File: config.mk
export PLATFORM = sky130hd
export DESIGN_NAME = pipe_hazard_sequencer
export DESIGN_NICKNAME = d
export VERILOG_FILES = /design/src/rtl/pipe_hazard_sequencer.sv
export SDC_FILE = /design/constraint.sdc
export NUM_CORES = 1
export LEC_CHECK = 0
export ABC_CLOCK_PERIOD_IN_PS = 1700
export CAP_MARGIN = 15
export CORE_MARGIN = 2
export CORE_UTILIZATION = 35
export CTS_CLUSTER_DIAMETER = 80
export DETAILED_ROUTE_END_ITERATION = 8
export GPL_TIMING_DRIVEN = 0
export PLACE_DENSITY_LB_ADDON = 0.25
export SLEW_MARGIN = 40
export SYNTH_ARGS = -nofsm -noshare
export SYNTH_HDL_FRONTEND = slang
export SYNTH_SLANG_ARGS = --single-unit
File: constraint.sdc
create_clock -name clk -period 1.7 [get_ports clk]
set_input_delay 0.34 -clock clk [delete_from_list [all_inputs] [get_ports clk]]
set_output_delay 0.34 -clock clk [all_outputs]
set_load 0.01 [all_outputs]
File: src/rtl/pipe_hazard_sequencer.sv
// Pipeline freeze/flush/bubble controller with a memory-wait FSM and timeout.
// Optional saturating stall/flush performance counters when PIPE_PERF_CNT_EN is defined.
module pipe_hazard_sequencer #(
   parameter int unsigned MEM_TIMEOUT = 15,
   parameter int unsigned CNT_W       = 32
) (
   input  logic             clk,
   input  logic             rst,
   input  logic             hazard,
   input  logic             branch_taken,
   input  logic             mem_req,
   input  logic             mem_ready,
   output logic             freeze_if,
   output logic             freeze_id,
   output logic             freeze_exe,
   output logic             freeze_mem,
   output logic             flush_if_id,
   output logic             flush_id_exe,
   output logic             bubble_id,
   output logic             mem_err,
   output logic [1:0]       state,
   output logic [CNT_W-1:0] stall_cnt,
   output logic [CNT_W-1:0] flush_cnt
);

   localparam int unsigned TMO_W = 8;
   localparam logic [TMO_W-1:0] TMO_LIMIT = TMO_W'(MEM_TIMEOUT);

   typedef enum logic [1:0] {
      ST_RUN      = 2'd0,
      ST_MEM_WAIT = 2'd1,
      ST_ERR      = 2'd2
   } state_e;

   state_e           state_q, state_d;
   logic [TMO_W-1:0] tmo_q, tmo_d;
   logic             mem_err_q, mem_err_d;

   // State register
   always_ff @(posedge clk) begin
      if (!rst) begin
         state_q   <= ST_RUN;
         tmo_q     <= '0;
         mem_err_q <= 1'b0;
      end else begin
         state_q   <= state_d;
         tmo_q     <= tmo_d;
         mem_err_q <= mem_err_d;
      end
   end

   // Next state and Mealy controls; priority is memory stall, then branch, then hazard
   always_comb begin
      state_d      = state_q;
      tmo_d        = tmo_q;
      mem_err_d    = mem_err_q;
      freeze_if    = 1'b0;
      freeze_id    = 1'b0;
      freeze_exe   = 1'b0;
      freeze_mem   = 1'b0;
      flush_if_id  = 1'b0;
      flush_id_exe = 1'b0;
      bubble_id    = 1'b0;
      if (rst) begin
         case (state_q)
            ST_RUN: begin
               if (mem_req && !mem_ready) begin
                  freeze_if  = 1'b1;
                  freeze_id  = 1'b1;
                  freeze_exe = 1'b1;
                  freeze_mem = 1'b1;
                  state_d    = ST_MEM_WAIT;
                  tmo_d      = TMO_W'(1);
               end else if (branch_taken) begin
                  flush_if_id  = 1'b1;
                  flush_id_exe = 1'b1;
               end else if (hazard) begin
                  freeze_if = 1'b1;
                  bubble_id = 1'b1;
               end
            end
            ST_MEM_WAIT: begin
               freeze_if  = 1'b1;
               freeze_id  = 1'b1;
               freeze_exe = 1'b1;
               freeze_mem = 1'b1;
               // A dropped request releases the pipeline just like a completed one
               if (mem_ready || !mem_req) begin
                  state_d = ST_RUN;
                  tmo_d   = '0;
               end else if (tmo_q == TMO_LIMIT) begin
                  state_d   = ST_ERR;
                  mem_err_d = 1'b1;
               end else begin
                  tmo_d = tmo_q + TMO_W'(1);
               end
            end
            default: begin
               freeze_if  = 1'b1;
               freeze_id  = 1'b1;
               freeze_exe = 1'b1;
               freeze_mem = 1'b1;
            end
         endcase
      end
   end

   assign state   = state_q;
   assign mem_err = mem_err_q;

`ifdef PIPE_PERF_CNT_EN
   logic [CNT_W-1:0] stall_cnt_q, flush_cnt_q;
   logic             any_freeze;

   assign any_freeze = freeze_if | freeze_id | freeze_exe | freeze_mem;

   // Saturating event counters
   always_ff @(posedge clk) begin
      if (!rst) begin
         stall_cnt_q <= '0;
         flush_cnt_q <= '0;
      end else begin
         if (any_freeze && (stall_cnt_q != '1)) stall_cnt_q <= stall_cnt_q + CNT_W'(1);
         if (flush_if_id && (flush_cnt_q != '1)) flush_cnt_q <= flush_cnt_q + CNT_W'(1);
      end
   end

   assign stall_cnt = stall_cnt_q;
   assign flush_cnt = flush_cnt_q;
`else
   assign stall_cnt = '0;
   assign flush_cnt = '0;
`endif

endmodule

# [Word level (Yosys, flattened, before mapping)]
# Cells that the tools add are included.
[op_classes] multipliers=0 addsub=1 shift=0 div_mod_pow=0 mux=23 reduce_logical=9 n_eq_ne=5 bitwise_logic=1 magnitude_cmp=0
[ops] cell="two-way mux 8 bit" n=3
[ops] cell="one-hot mux 8 bit (2 select lines)" n=1
[ops] cell="two-way mux 1 bit" n=15
[ops] cell="AND reduction 3 bit" n=3
[ops] cell="adder 8 x 1 -> 8 bit, second input constant" n=1
[ops] cell="== test 8 x 4 -> 1 bit, second input constant" n=1
[ops] cell="two-way mux 2 bit" n=3
[ops] cell="!= test 3 bit, second input constant" n=2
[ops] cell="one-hot mux 2 bit (2 select lines)" n=1
[ops] cell="== test 2 x 1 -> 1 bit, second input constant" n=1
[ops] cell="logical NOT 1 bit" n=2
[ops] cell="logical NOT 2 bit" n=1
[ops] cell="!= test 2 bit, second input constant" n=1
[ops] cell="nonzero test 2 bit" n=1
[ops] cell="logical AND 1 bit" n=1
[ops] cell="logical OR 1 bit" n=1
[ops] cell="NOT 1 bit" n=1
[word_totals] out_inout_bits=74 regBits=11 latchBits=0 in_bits=6 n_memories=0 mem_bits_ro=0 mem_bits_rw=0

# [Depth between registers and ports, before layout]
[depth] depth_word=5 depth_mapped=5 mapped_depth_nobuf=5

# [Worst setup path before layout]
# Ideal clock, no wire load.
[synth_path] path_type="input -> output" from="input mem_req" to="output flush_if_id" path_buffers=1 stages=4 path_slack_ps=205 t_arrival_ps=1155 cell_sequence="nor2b_1 -> nor3_1 -> and3_1 -> buf_4"
[synth_via] elab_chain_len=4
[synth_lines] item="start: declaration" line_no="11" source="input logic mem_req,"
[synth_lines] item="logical AND 1 bit" line_no="67" source="if (mem_req && !mem_ready) begin"
[synth_lines] item="two-way mux 1 bit (3 in series)"
[synth_lines] item="end: declaration" line_no="17" source="output logic flush_if_id,"
# No other way between the ends.

# [Worst setup path in the final report]
[layout_path] from="register state_q[0] (netlist: state[0])" to="output flush_if_id"
[layout_via] elab_chain_len=3
[layout_lines] item="start: declaration" line_no="35" source="state_e state_q, state_d;"
[layout_lines] item="start signal: assignment" line_no="46" source="state_q <= state_d;"
[layout_lines] item="logical NOT 2 bit" line_no="65" source="case (state_q)"
[layout_lines] item="two-way mux 1 bit" line_no="65"
[layout_lines] item="two-way mux 1 bit" line_no="64" source="if (rst) begin"
# No other way between the ends.

==> summary.txt <==
STA
  – Tcrit/Tclk final: 0.966
  – Clk_skew: roughly 0.011 ns
  – Worst-Margin Slew: 0.517 ns
  – Final hold vios: 0
  – Max frequency: 609 MHz
  – Final WS setup: 0.0577 ns
  – WHS: around 0.48 ns
  – Tmin final: ~1.6 ns
  – Count of final max-slew check failures: 0
  – Slew headroom: 0.653
  – # setup viols final: 0

CTS
  – Clk slew on worst S/H paths: 0.08 ns
  – CTS H-tree lvls: 1
  – CTS tree: yes
  – Root buffer selected by CTS: clkbuf_4
  – TritonCTS Buffers: 3
  – Total clock sinks: 11
  – CTS Buffer Depth: 2
  – Clock latency on the worst-skew pair: 0.28 ns
  – Hold Buf Count CTS: 0

GRT
  – Total gr overflow: 0
  – Largest net degree at the start of global routing: 11
  – First-pass GRT wire length: 2790 microns
  – Initial antenna violation count: 0
  – All-Layer GR Usage: 0.0987
  – Vias in the first global route: 654

Yosys
  – Commonest cells post-synth: 68 x buf_4, 11 x dfxtp_1, 7 x nand3_1
  – Library cells used by synthesis: 34
  – Syn. warnings: 0
  – Async set or reset register ratio after synthesis: 0
  – Post-synth top area share: 0.447
  – Cell with the most instances after synthesis: buf_4
  – Simple-Gate Fraction of Synth Area: 0.198
  – Combinational family with the most area after synthesis: buffers and inverters
  – Mapped Area: 1140 sq um
  – Post-synthesis xor/xnor area fraction: 0
  – Biggest area consumer among synthesized cells: buf_4
  – Compound-Gate Fraction of Synth Area: 0.127
  – Main flop type after synthesis: dfxtp_1
  – Synth area leaders: buf_4 45%, dfxtp_1 19%, nand3_1 3.1%, o21ai_0 2.6%, nand4_1 2.2%
  – Mux contribution to synthesized area: 0
  – Adder-Cell Fraction of Synth Area: 0.0110
  – Mapped Avg Cell Area: 7.92 sq um
  – Sequential share of the synthesized area: 0.193
  – Cells after synthesis: 144
  – Post-synth EDFFs: 0
  – Count of state elements after synthesis: 11

Route
  – Routed len/inst: 7.37 microns
  – Vias per Instance: 3.52
  – First-pass DRT Iterations: 4
  – Total Routed Length: 2000 microns
  – # DRC: 0
  – Total number of vias: 955
  – DR iter-0 viols: 39
  – Post-DRT Antenna Nets: 0

Finish
  – Final Core Density: 0.531
  – Antenna Diode Count: 0
  – Design area: about 1600 sq um
  – Share of cells above drive strength 1: 0.405
  – Area grow syn2layout: 43.2%
  – Fin nets: 235

Critical path
  – R2R depth: 4
  – Critical path's largest stage delay: 0.38 ns
  – Setup crit end kind: primary output
  – Reg-to-reg critical path endpoint: tmo_q[4]$_SDFFE_PN0P_
  – Crit Path Class: reg2out
  – Worst endpoint data arrival time: 1.30 ns
  – Reg2Reg Setup Slack: 0.17 ns
  – WP data required: between 1 and 1.5 ns
  – Maximum fanout along the worst path: 9
  – Reg2reg start: tmo_q[0]$_SDFFE_PN0P_
  – Setup crit start kind: register
  – Slowest-stage cell, CP: dfxtp_2
  – Crit path buf inv count: 2
  – Worst path top cell family by delay: simple AND/OR/NAND/NOR gates
  – Cells along the critical path: nor3_4 > and3_4 > buf_4 > buf_6

Min path
  – HP Class: reg2reg
  – Hold Path Origin: mem_err$_SDFFE_PN0P_
  – Hold Path Sink: mem_err$_SDFFE_PN0P_
  – Worst hold stages: 1

Power and ir drop
  – P_leak: 0.938 nW
  – Max IR drop VDD: 413 uV
  – Pwr Density: approximately 430 nW/um^2
  – Tot Pwr: 0.704 mW

Placed design
  – Worst slack at placement: -0.990 ns
  – Post-place instance area: 1580 sq um
  – Gpl congestion: 0.836
  – IO Port Bufs: 15
  – Post-DP HPWL: 1670 microns

Floorplan
  – Num rows: 20
  – Die height: 61.1 microns
  – Core area: 3080 sq um
  – # IOs: 80
  – Initial Util: 0.371
  – Full die area: about 3700 sq um
  – Die X: 61.1 microns

Run status
  – Run status: completed

Flow run
  – Max Cap Viol: 0
[cells in the final DEF, fill, tap and decap left out, types with 2 or more instances in the layout]
cell type and n:
buf_2 3, clkdlybuf4s50_1 5, nand4_1 4, o21ai_0 5, nor3_4 2, o21a_1 2
and3_2 2, dfxtp_2 2, nor2_1 5, clkbuf_4 3, nand2_1 4, buf_4 70
dlygate4sd2_1 2, inv_1 2, a21boi_0 2, conb_1 64, nand3_1 7, a21boi_1 2
buf_6 2, dfxtp_1 9, a31oi_1 2, a41o_1 2, a21oi_1 4
[what timing repair did]
action / 4_1_cts / 5_1_grt
pin swaps: 3 / 2
buffers inserted: 1 / 0
resized for setup: 36 / 6
gates cloned: 0 / 0
endpoints found under the setup margin: 11 / 5
[cells by family after synthesis]
group | count (synthesis)
buffers and inverters | 72
and+or+nand+nor | 37
AOI/OAI and AO/OA | 22
DFF | 11
adders and majority gates | 1
other | 1
[worst register-to-register path, stage by stage, from the launching register on]
cell and delay (ns):
dfxtp_1 0.42, ha_1 0.22, nand3_1 0.16, or4_1 0.50, a21boi_1 0.15
[sequential cells by signal, summed over array words and instances (netlist names)]
| signal | cells |
|---|---|
| mem_err | 1 |
| state | 2 |
| tmo_q | 8 |
[where the power goes]
part	switching (mW)	internal (mW)	leakage, nW	total, mW
clock network	0.0977	0.0872	0.0177	0.185
logic	0.118	0.136	0.830	0.254
registers	0.00507	0.261	0.0899	0.266
[cell type report]
type | instances | area, sq um
Fill cell | 313 | 1440
Multi-Input combinational cell | 124 | 651
Buffer | 70 | 536
Sequential cell | 11 | 223
Timing Repair Buffer | 16 | 135
Tap cell | 44 | 55.1
Clock buffer | 3 | 22.5
Inverter | 2 | 7.51
Clock inverter | 1 | 5.00
[routing by layer]
metal	vias up	routed length, microns	GRT usage
met2	44	1000	0.172
met3	2	202	0.0315
li1	532	-	-
met4	0	10	0.0186
met5	-	0	0
met1	377	782	0.120
[worst max path at each step]
stage | start | to | slack, ns | cells after the start
after floorplan | mem_req | flush_if_id | 0.21 | 4
after global placement | rst | freeze_id | -0.97 | 6
after detailed placement | rst | freeze_id | -0.99 | 6
after CTS | state[1]$_SDFFE_PN0P_ | state[1] | 0.008 | 1
after global routing | state[0]$_SDFFE_PN0P_ | flush_if_id | -0.007 | 4
final | state[0]$_SDFFE_PN0P_ | flush_if_id | 0.06 | 4
[through the flow]
stage                     instances  setup TNS, ns
after CTS                       271              0
final                           271              0
after floorplan                 207              0
after global placement          266          -7.82
after detailed placement        266          -8.02
after global routing            271       -0.00659
Note: power is estimated with default switching activity, not from simulation.
